### src/rtl/imm_packer_pkg.sv
// Shared definitions for the immediate packer: format codes,
// FSM states and RV32I immediate field masks.
package imm_packer_pkg;

   localparam logic [2:0] FMT_I = 3'b000;
   localparam logic [2:0] FMT_U = 3'b001;
   localparam logic [2:0] FMT_S = 3'b010;
   localparam logic [2:0] FMT_B = 3'b011;
   localparam logic [2:0] FMT_J = 3'b100;

   typedef enum logic [1:0] {
      ST_IDLE,
      ST_RUN,
      ST_DRAIN
   } state_t;

   localparam logic [31:0] MASK_I = 32'hFFF0_0000;
   localparam logic [31:0] MASK_U = 32'hFFFF_F000;
   localparam logic [31:0] MASK_S = 32'hFE00_0F80;
   localparam logic [31:0] MASK_B = 32'hFE00_0F80;
   localparam logic [31:0] MASK_J = 32'hFFFF_F000;

   // True when v[31:lsb] is all ones or all zeros.
   function automatic logic uniform(
      input logic [31:0] v,
      input int          lsb
   );
      logic [31:0] m;
      m = 32'hFFFF_FFFF << lsb;
      return ((v & m) == m) || ((v & m) == 32'h0);
   endfunction

endpackage

### src/rtl/imm_pack_fn.sv
// Combinational immediate scatter and range check for one
// instruction template; inverse of the immediate extender.
module imm_pack_fn
   import imm_packer_pkg::*;
(
   input  logic [2:0]  fmt,
   input  logic [31:0] tmpl,
   input  logic [31:0] imm,
   output logic [31:0] word,
   output logic        legal
);

   always_comb begin
      word  = tmpl;
      legal = 1'b0;
      unique case (1'b1)
         (fmt == FMT_I): begin
            word  = (tmpl & ~MASK_I)
                  | {imm[11:0], 20'b0};
            legal = uniform(imm, 11);
         end
         (fmt == FMT_U): begin
            word  = (tmpl & ~MASK_U)
                  | {imm[31:12], 12'b0};
            legal = (imm[11:0] == 12'h0);
         end
         (fmt == FMT_S): begin
            word  = (tmpl & ~MASK_S)
                  | {imm[11:5], 13'b0,
                     imm[4:0], 7'b0};
            legal = uniform(imm, 11);
         end
         (fmt == FMT_B): begin
            word  = (tmpl & ~MASK_B)
                  | {imm[12], imm[10:5], 13'b0,
                     imm[4:1], imm[11], 7'b0};
            legal = uniform(imm, 12) & ~imm[0];
         end
         (fmt == FMT_J): begin
            word  = (tmpl & ~MASK_J)
                  | {imm[20], imm[10:1], imm[11],
                     imm[19:12], 12'b0};
            legal = uniform(imm, 20) & ~imm[0];
         end
         default: begin
            word  = tmpl;
            legal = 1'b0;
         end
      endcase
   end

endmodule

### src/rtl/imm_packer.sv
// Packs immediates into instruction templates and streams the
// words into instruction memory at auto-incrementing addresses.
module imm_packer
   import imm_packer_pkg::*;
#(
   parameter int AW    = 10,
   parameter int DEPTH = 2
) (
   input  logic          clk,
   input  logic          rst_n,
   input  logic          start,
   input  logic [AW-1:0] base_addr,
   input  logic          flush,
   input  logic          in_valid,
   output logic          in_ready,
   input  logic [2:0]    in_fmt,
   input  logic [31:0]   in_tmpl,
   input  logic [31:0]   in_imm,
   output logic          im_we,
   output logic [AW-1:0] im_addr,
   output logic [31:0]   im_wdata,
   input  logic          im_ready,
   output logic          busy,
   output logic          done,
   output logic          err,
   output logic [7:0]    err_cnt,
   output logic [AW:0]   words
);

   localparam int PW = $clog2(DEPTH);
   localparam logic [PW:0] CNT_FULL = (PW+1)'(DEPTH);

   state_t        state;
   logic [31:0]   mem [DEPTH];
   logic [PW-1:0] wp;
   logic [PW-1:0] rp;
   logic [PW:0]   cnt;
   logic [AW-1:0] addr;

   logic [31:0]   pk_word;
   logic          pk_legal;
   logic          acc;
   logic          push;
   logic          pop;
   logic          rej;

   imm_pack_fn u_pack (
      .fmt   (in_fmt),
      .tmpl  (in_tmpl),
      .imm   (in_imm),
      .word  (pk_word),
      .legal (pk_legal)
   );

   assign in_ready = (state == ST_RUN) && (cnt != CNT_FULL);
   assign acc      = in_valid & in_ready;
   assign push     = acc & pk_legal;
   assign rej      = acc & ~pk_legal;
   assign pop      = im_we & im_ready;

   assign im_we    = (cnt != '0);
   assign im_addr  = addr;
   assign im_wdata = mem[rp];
   assign busy     = (state != ST_IDLE);
   assign done     = (state == ST_DRAIN) && (cnt == '0);

   always_ff @(posedge clk or negedge rst_n) begin
      if (!rst_n) begin
         state   <= ST_IDLE;
         wp      <= '0;
         rp      <= '0;
         cnt     <= '0;
         addr    <= '0;
         err     <= 1'b0;
         err_cnt <= '0;
         words   <= '0;
         for (int i = 0; i < DEPTH; i++)
            mem[i] <= '0;
      end else begin
         if (push) begin
            mem[wp] <= pk_word;
            wp      <= wp + 1'b1;
         end
         if (pop) begin
            rp   <= rp + 1'b1;
            addr <= addr + 1'b1;
            if (words != '1)
               words <= words + 1'b1;
         end
         cnt <= cnt + {{PW{1'b0}}, push}
                    - {{PW{1'b0}}, pop};
         if (rej) begin
            err <= 1'b1;
            if (err_cnt != 8'hFF)
               err_cnt <= err_cnt + 1'b1;
         end
         // No traffic in IDLE, so session setup needs no merging
         unique case (state)
            ST_IDLE: begin
               if (start) begin
                  state   <= ST_RUN;
                  addr    <= base_addr;
                  err     <= 1'b0;
                  err_cnt <= '0;
                  words   <= '0;
               end
            end
            ST_RUN: begin
               if (flush)
                  state <= ST_DRAIN;
            end
            ST_DRAIN: begin
               if (cnt == '0)
                  state <= ST_IDLE;
            end
            default: state <= ST_IDLE;
         endcase
      end
   end

endmodule

### config.mk
export PLATFORM = sky130hd
export DESIGN_NAME = imm_packer
export DESIGN_NICKNAME = d
export VERILOG_FILES = /design/src/rtl/imm_packer_pkg.sv /design/src/rtl/imm_pack_fn.sv /design/src/rtl/imm_packer.sv
export SDC_FILE = /design/constraint.sdc
export NUM_CORES = 1
export LEC_CHECK = 0
export BUFFER_PORTS_ARGS = -buffer_cell sky130_fd_sc_hd__buf_2
export CAP_MARGIN = 20
export CELL_PAD_IN_SITES_DETAIL_PLACEMENT = 1
export CELL_PAD_IN_SITES_GLOBAL_PLACEMENT = 2
export CORE_MARGIN = 2
export CORE_UTILIZATION = 35
export DETAILED_ROUTE_END_ITERATION = 16
export PLACE_DENSITY = 0.95
export SKIP_CTS_REPAIR_TIMING = 1
export SYNTH_ARGS = -nofsm -noshare
export SYNTH_HDL_FRONTEND = slang
export SYNTH_SLANG_ARGS = --single-unit
### constraint.sdc
create_clock -name clk -period 5.3 [get_ports clk]
set_input_delay 0.265 -clock clk [delete_from_list [all_inputs] [get_ports clk]]
set_output_delay 0.265 -clock clk [all_outputs]
set_load 0.02 [all_outputs]
==> results of run 1 <==
synthesized netlist by cell type (7+ instances only):
cell type and number:
sky130_fd_sc_hd__o21ai_0 113, sky130_fd_sc_hd__nand2b_1 12, sky130_fd_sc_hd__inv_1 9, sky130_fd_sc_hd__nand4_1 10, sky130_fd_sc_hd__nor2_1 23, sky130_fd_sc_hd__o22ai_1 12
sky130_fd_sc_hd__nand3_1 12, sky130_fd_sc_hd__mux2_2 50, sky130_fd_sc_hd__dfrtp_1 100, sky130_fd_sc_hd__mux2_4 8, sky130_fd_sc_hd__nand2_1 34, sky130_fd_sc_hd__xnor2_1 10
sky130_fd_sc_hd__xor2_1 9, sky130_fd_sc_hd__mux2i_1 13, sky130_fd_sc_hd__a21oi_1 9, sky130_fd_sc_hd__clkbuf_1 23, sky130_fd_sc_hd__o211ai_1 7, sky130_fd_sc_hd__nor3_1 7
sky130_fd_sc_hd__nor4_1 7
worst max path at each step:
stage                                to  slack (ns)  cells after the start
floorplan              cnt[1]$_DFF_PN0_        2.92                     12
global placement     mem[5]$_DFFE_PN0P_        2.53                      7
detailed placement   mem[3]$_DFFE_PN0P_        2.43                      7
CTS                 mem[41]$_DFFE_PN0P_        2.45                      7
global route        mem[35]$_DFFE_PN0P_        2.27                      7
finish              mem[35]$_DFFE_PN0P_        2.45                      7
metal layers:
metal | vias to the layer above | GRT usage
met5 | - | 0
met4 | 0 | 0.0543
met3 | 12 | 0.0343
met2 | 142 | 0.337
met1 | 2312 | 0.260
li1 | 2198 | -
power groups by stage:
stage               clock [W]  sequential (W)  combinational (W)
finish               0.000649        0.000929           0.000646
global route         0.000698        0.000943           0.000713
CTS                  0.000667        0.000931           0.000637
detailed placement          0        0.000944           0.000634
global placement            0        0.000935           0.000618
floorplan                   0        0.000995           0.000347
cell usage in the layout (no fill, tap or decap), types with 8 or more instances in the layout:
cell                        netlist  routed
sky130_fd_sc_hd__xnor2_1         10      10
sky130_fd_sc_hd__mux2_4           8       8
sky130_fd_sc_hd__nand3_1         12      12
sky130_fd_sc_hd__mux2i_1         13      13
sky130_fd_sc_hd__nor2_1          23      23
sky130_fd_sc_hd__o21ai_0        113     113
sky130_fd_sc_hd__o22ai_1         12      12
sky130_fd_sc_hd__a21oi_1          9       9
sky130_fd_sc_hd__inv_1            9       9
sky130_fd_sc_hd__buf_2            5     147
sky130_fd_sc_hd__nand2_1         34      34
sky130_fd_sc_hd__xor2_1           9       9
sky130_fd_sc_hd__clkbuf_16        0       9
sky130_fd_sc_hd__dfrtp_1        100     100
sky130_fd_sc_hd__mux2_2          50      50
sky130_fd_sc_hd__nand4_1         10      10
sky130_fd_sc_hd__nand2b_1        12      12
metrics by stage:
step	setup WS, ns	hold WS (ns)	std cells
global placement	2.53	0.187	836
global route	2.27	0.144	854
detailed placement	2.43	0.197	836
finish	2.45	0.131	854
CTS	2.45	-0.177	852
floorplan	2.92	-0.0306	529
logic make-up after synthesis:
| group | share of synthesized area |
|---|---|
| simple gates | 0.120 |
| flops | 0.468 |
| compound gates | 0.180 |
| buf+inv | 0.0370 |
| mux | 0.152 |
| fa+ha+maj | 0.0117 |
| xor+xnor | 0.0312 |
registers in the layout, summed over array words and instances, names as in the netlist:
signal / cells
state: 2
rp: 1
err_cnt: 8
mem: 64
wp: 1
im_addr: 10
cnt: 2
words: 11
err: 1
worst max-delay path, delay by kind of cell (launching register included):
family | cells | cell delay (ns)
buf+inv | 1 | 0.30
mux | 1 | 0.34
flops | 1 | 0.41
simple gates | 5 | 1.68
area by class of cell:
| type | instances | area [µm²] |
|---|---|---|
| Clock inverter | 7 | 67.6 |
| Multi-Input combinational cell | 386 | 2640 |
| Timing Repair Buffer | 154 | 811 |
| Clock buffer | 9 | 225 |
| Fill cell | 1766 | 8510 |
| Tap cell | 188 | 235 |
| Sequential cell | 100 | 2500 |
| Inverter | 10 | 37.5 |
==> metrics.log, run 1 <==
[metrics] status: finished clean
[metrics] Setup Crit Path Kind: flip-flop to flip-flop
[metrics] number of clock sinks seen by CTS: 100
[metrics] aggregate routed wire length: 15.9 mm
[metrics] detailed-routed wire length on met3: 846 µm
[metrics] delay of the slowest cell on the worst path: 0.57 ns
[metrics] net count after synthesis: 617
[metrics] WL per Instance: 18.6 µm
[metrics] # setup viols final: 0
[metrics] internal power: 0.00141 W
[metrics] most frequently used flop master after synthesis: sky130_fd_sc_hd__dfrtp_1
[metrics] synthesis-to-layout area growth: 22.1%
[metrics] TNS Setup: 0 ns
[metrics] total CTS buffers: 9
[metrics] first-pass GRT wire length: 25.7 mm
[metrics] antenna diode count: 0
[metrics] critical path peak fanout: 31
[metrics] LEAKAGE: 3.15 nW
[metrics] highest metal layer with signal wires: met4
[metrics] Die W: 128 µm
[metrics] number of pins with negative max-slew slack in the final report: 0
[metrics] CTS tree: done
[metrics] top achievable clock speed: 351 MHz
[metrics] maximum buffer depth of the clock tree: 2
[metrics] number of warnings printed during yosys synthesis: 0
[metrics] GPL Wtd Cong: 0.869
[metrics] Max rail drop VDD: 0.160 mV
[metrics] clock latency on the worst-skew pair: 0.35 ns
[metrics] Switching Fraction: 0.364
[metrics] Setup crit end kind: flip-flop
[metrics] number of remaining DRC errors: 0
[metrics] Worst setup startpoint: cnt[1]$_DFF_PN0_
[metrics] Critical Path Source Type: flip-flop
[metrics] Max transition margin: 0.363
[metrics] Hold Vio Cnt, Final: 0
[metrics] amount of wire on met2 after detailed routing: 7.51 mm
[metrics] count of maximum capacitance violations: 0
[metrics] portion of synthesized cell area occupied by the leading cell type: 0.468
[metrics] number of enable flip-flop cells after synthesis: 0
[metrics] fraction of final layout cells sized beyond drive strength 1: 0.348
[metrics] share of synthesized flip-flops with an asynchronous set or reset: 1.00
[metrics] ratio of final minimum period to clock period: 0.538
[metrics] pin count of the biggest net entering global routing: 76
[metrics] global route overflow: 0
[metrics] sequential share of power: 0.418
[metrics] worst hold path type: input port to flip-flop
[metrics] Avg Vias per Cell: 5.46
[metrics] Worst Path Arrival: 3.09 ns
[metrics] Initial Utilization: 0.355
[metrics] slew of the pin with the lowest slew margin: 0.956 ns
[metrics] Std-Cell Rows: 45
[metrics] cell depth of the worst min-delay path: 3
[metrics] Floorplan Core Area: 0.0150 mm²
[metrics] # H-tree levels: 3
[metrics] post-layout min period: 2.85 ns
[metrics] Final Cell Area: 0.00652 mm²
[metrics] Most common cell on crit path: sky130_fd_sc_hd__nand2b_1
[metrics] Clock Power Share: 0.292
[metrics] switching power total: 0.000810 W
[metrics] sequential area share after synthesis: 0.468
[metrics] synthesized area divided by synthesized cell count: 10.1 µm²
[metrics] residual antenna-violating net count after detailed routing: 0
[metrics] Final Power: 0.00222 W
[metrics] largest cells by area after synthesis: sky130_fd_sc_hd__dfrtp_1, sky130_fd_sc_hd__o21ai_0, sky130_fd_sc_hd__mux2_2, sky130_fd_sc_hd__mux2i_1, sky130_fd_sc_hd__nand2_1
[metrics] HPWL reported at the end of detailed placement: 11.8 mm
[metrics] areal power density over the cells: 341 mW/mm²
[metrics] clock slew seen by the registers of the worst setup and hold paths: 0.07 ns
[metrics] first-pass iteration count of the detailed router: 4
[metrics] via count of the first global-routing pass: 5,003
[metrics] terminating pin of the worst hold path: im_addr[7]$_DFF_PN0_
[metrics] initial antenna violation count: 0
[metrics] startpoint of the most critical hold path: base_addr[7]
[metrics] critical-path cell list: nor2b_1, nor3b_2, and2_1, nand2b_1, nand2b_1, buf_4, mux2_4
[metrics] Worst EP required: 5.54 ns
[metrics] final core utilization: 0.434
[metrics] met1 routed wirelength after detailed routing: 7.33 mm
[metrics] proportion of power drawn by combinational gates: 0.290
[metrics] Critical Path Slowest Stage Cell: sky130_fd_sc_hd__nand2b_1
[metrics] die footprint: 0.0163 mm²
[metrics] Synth Instances: 529
[metrics] number of cells on the worst reg-to-reg path: 7
[metrics] die span in y: 128 µm
[metrics] 1st-iter DRT viols: 187
[metrics] reg-to-reg endpoint: mem[35]$_DFFE_PN0P_
[metrics] post-synth top area cell: sky130_fd_sc_hd__dfrtp_1
[metrics] Boundary Pins: 149
[metrics] unrepaired setup endpoints after global routing: false
[metrics] Post-Route Skew: 0.0106 ns
[metrics] number of synthesized register bits: 100
[metrics] count of different cell masters after synthesis: 48
[metrics] area of placed instances: 0.00619 mm²
[metrics] number of port buffers: 148
[metrics] setup slack of the most critical reg-to-reg path: 2.45 ns
[metrics] GRT Util Overall: 0.198
[metrics] FF-to-FF Start: cnt[1]$_DFF_PN0_
[metrics] Final nets: 749
[metrics] mapped cell area: 0.00534 mm²
[metrics] cell at the root of the clock tree: sky130_fd_sc_hd__clkbuf_16
[metrics] via count of the routed design: 4,664
No activity file was read; power rests on OpenSTA's default activity.
==> inputs of run 2 (changes only) <==
CORE_UTILIZATION = 29   (was 35)
PLACE_DENSITY = 0.87   (was 0.95)
clock period = 2.5 ns   (was 5.3 ns; I/O delays follow)
==> metrics.log, run 2 (same netlist as run 1, synthesis figures left out) <==
[metrics] via count of the routed design: 4,760 (+2.1%)
[metrics] startpoint of the most critical hold path: base_addr[5]
[metrics] ratio of final minimum period to clock period: 0.853 (+0.315)
[metrics] pin count of the biggest net entering global routing: 53 (-30%)
[metrics] Std-Cell Rows: 49 (+8.9%)
[metrics] unrepaired setup endpoints after global routing: false
[metrics] status: complete, but fails checks
[metrics] areal power density over the cells: 732 mW/mm² (+110%)
[metrics] post-layout min period: 2.13 ns (-0.718 ns)
[metrics] number of clock sinks seen by CTS: 100 (unchanged)
[metrics] GPL Wtd Cong: 0.929 (+7.0%)
[metrics] final-layout fill cell count: 2,108 (+19%)
[metrics] clock slew seen by the registers of the worst setup and hold paths: 0.07 ns (about the same)
[metrics] Initial Utilization: 0.296 (-0.0590)
[metrics] count of maximum capacitance violations: 0 (unchanged)
[metrics] die span in y: 140 µm (+9.6%)
[metrics] die footprint: 0.0195 mm² (+20%)
[metrics] Max transition margin: 0.546 (+0.183)
[metrics] Hold Slack: -0.0169 ns (-0.148 ns)
[metrics] 1st-iter DRT viols: 200 (+7.0%)
[metrics] initial antenna violation count: 0 (unchanged)
[metrics] Final nets: 768 (+2.5%)
[metrics] slew of the pin with the lowest slew margin: 0.681 ns (-0.274 ns)
[metrics] residual antenna-violating net count after detailed routing: 0 (unchanged)
[metrics] Avg Vias per Cell: 5.21 (-4.6%)
[metrics] Hold Vio Cnt, Final: 3 (+3)
[metrics] global route overflow: 0 (unchanged)
[metrics] FF-to-FF Start: cnt[1]$_DFF_PN0_
[metrics] Worst Path Arrival: 2.41 ns (-0.68 ns)
[metrics] CTS tree: done
[metrics] Die W: 140 µm (+9.6%)
[metrics] Floorplan Core Area: 0.0180 mm² (+20%)
[metrics] first-pass iteration count of the detailed router: 4 (unchanged)
[metrics] HPWL reported at the end of detailed placement: 12.4 mm (+5.3%)
[metrics] worst hold path type: input port to flip-flop
[metrics] Post-Route Skew: 0.0111 ns (+0.000442 ns)
[metrics] number of remaining DRC errors: 0 (unchanged)
[metrics] Setup Crit Path Kind: flip-flop to flip-flop
[metrics] register with the most flip-flops: mem
[metrics] # H-tree levels: 3 (unchanged)
[metrics] GRT Util Overall: 0.174 (-0.0236)
[metrics] WL per Instance: 18.4 µm (-0.67%)
[metrics] Worst EP required: 2.78 ns (-2.76 ns)
[metrics] Worst setup startpoint: cnt[1]$_DFF_PN0_
[metrics] clock latency on the worst-skew pair: 0.35 ns (about the same)
[metrics] LEAKAGE: 3.26 nW (+3.6%)
[metrics] via count of the first global-routing pass: 5,189 (+3.7%)
[metrics] TNS Setup: 0 ns (unchanged)
[metrics] cell at the root of the clock tree: sky130_fd_sc_hd__clkbuf_16
[metrics] fraction of final layout cells sized beyond drive strength 1: 0.359 (+0.0108)
[metrics] number of pins with negative max-slew slack in the final report: 0 (unchanged)
[metrics] commonest cells after routing, fill and taps aside: sky130_fd_sc_hd__buf_2, sky130_fd_sc_hd__o21ai_0, sky130_fd_sc_hd__dfrtp_1, sky130_fd_sc_hd__mux2_2, sky130_fd_sc_hd__nand2_1
[metrics] Max rail drop VDD: 0.509 mV (+220%)
[metrics] # setup viols final: 0 (unchanged)
[metrics] antenna diode count: 0 (unchanged)
[metrics] synthesis-to-layout area growth: 27.0%
[metrics] Setup crit end kind: flip-flop
[metrics] number of port buffers: 148 (unchanged)
[metrics] Boundary Pins: 149 (unchanged)
[metrics] top achievable clock speed: 469 MHz (+34%)
[metrics] Final Cell Area: 0.00678 mm² (+4.0%)
[metrics] aggregate routed wire length: 16.9 mm (+6.3%)
[metrics] area of placed instances: 0.00639 mm² (+3.3%)
[metrics] Largest register FFs: 64 (unchanged)
[metrics] total CTS buffers: 9 (unchanged)
[metrics] critical path peak fanout: 8 (-74%)
[metrics] setup slack of the most critical reg-to-reg path: 0.37 ns (-2.08 ns)
[metrics] maximum buffer depth of the clock tree: 2 (unchanged)
[metrics] failing checks: negative hold slack
[metrics] Critical Path Source Type: flip-flop
[metrics] most common library cell in the layout ignoring fill and taps: sky130_fd_sc_hd__buf_2
[metrics] first-pass GRT wire length: 27.3 mm (+6.1%)
[metrics] final core utilization: 0.376 (-0.0575)
## run 2: cell count changes in the layout (fill, tap and decap cells not counted), sizes merged
cell | before | now
bufinv | 0 | 2
dlygate4sd3 | 1 | 6
clkinv | 4 | 2
buf | 153 | 167
## run 2: critical path, cell delays in order, from the launching register on
cell                      delay, ns
sky130_fd_sc_hd__dfrtp_1       0.41
sky130_fd_sc_hd__nor2b_1       0.16
sky130_fd_sc_hd__nor3b_2       0.21
sky130_fd_sc_hd__and2_1        0.38
sky130_fd_sc_hd__o21ai_1       0.30
sky130_fd_sc_hd__or4_1         0.47
sky130_fd_sc_hd__a21oi_1       0.15
## run 2: routing by layer
| layer | routed length, µm | global-route usage | vias up | part of all wire |
|---|---|---|---|---|
| li1 | - | - | 2232 | - |
| met1 | 7590 | 0.225 | 2354 | 0.45 |
| met2 | 8110 | 0.293 | 156 | 0.48 |
| met3 | 991 | 0.0451 | 18 | 0.059 |
| met4 | 166 | 0.0405 | 0 | 0.0098 |
| met5 | 0 | 0 | - | 0 |
## run 2: final cells by class
class	instances	area (µm²)	area share
clock buffers	9	225	0.0332
clock inverters	7	105	0.0155
inverters	10	37.5	0.00554
multi-input cells	386	2640	0.389
flip-flops and latches	100	2500	0.369
well taps	229	287	0.0423
repair buffers	173	983	0.145
## run 2: worst paths after layout
path                                             end  cells past startpoint
worst max register to register  err_cnt[5]$_DFF_PN0_                      6
worst min register to register      cnt[1]$_DFF_PN0_                      1
max in group asynchronous        mem[41]$_DFFE_PN0P_                      3
min in group asynchronous         words[2]$_DFF_PN0_                      2
worst min-delay path            im_addr[5]$_DFF_PN0_                      3
worst max-delay path            err_cnt[5]$_DFF_PN0_                      6
## run 2: report_power, final
| part | switching (W) | internal (W) |
|---|---|---|
| Combinational | 0.000861 | 0.000546 |
| Clock | 0.000667 | 0.000894 |
| Sequential | 0.000216 | 0.00178 |
## run 2: through the flow
| step | cells | setup WS [ns] | total power, W |
|---|---|---|---|
| floorplan | 529 | 0.265 | 0.00285 |
| global placement | 892 | 0.282 | 0.00338 |
| detailed placement | 892 | 0.234 | 0.00345 |
| CTS | 908 | 0.330 | 0.00503 |
| global route | 914 | 0.206 | 0.00525 |
| finish | 914 | 0.368 | 0.00497 |
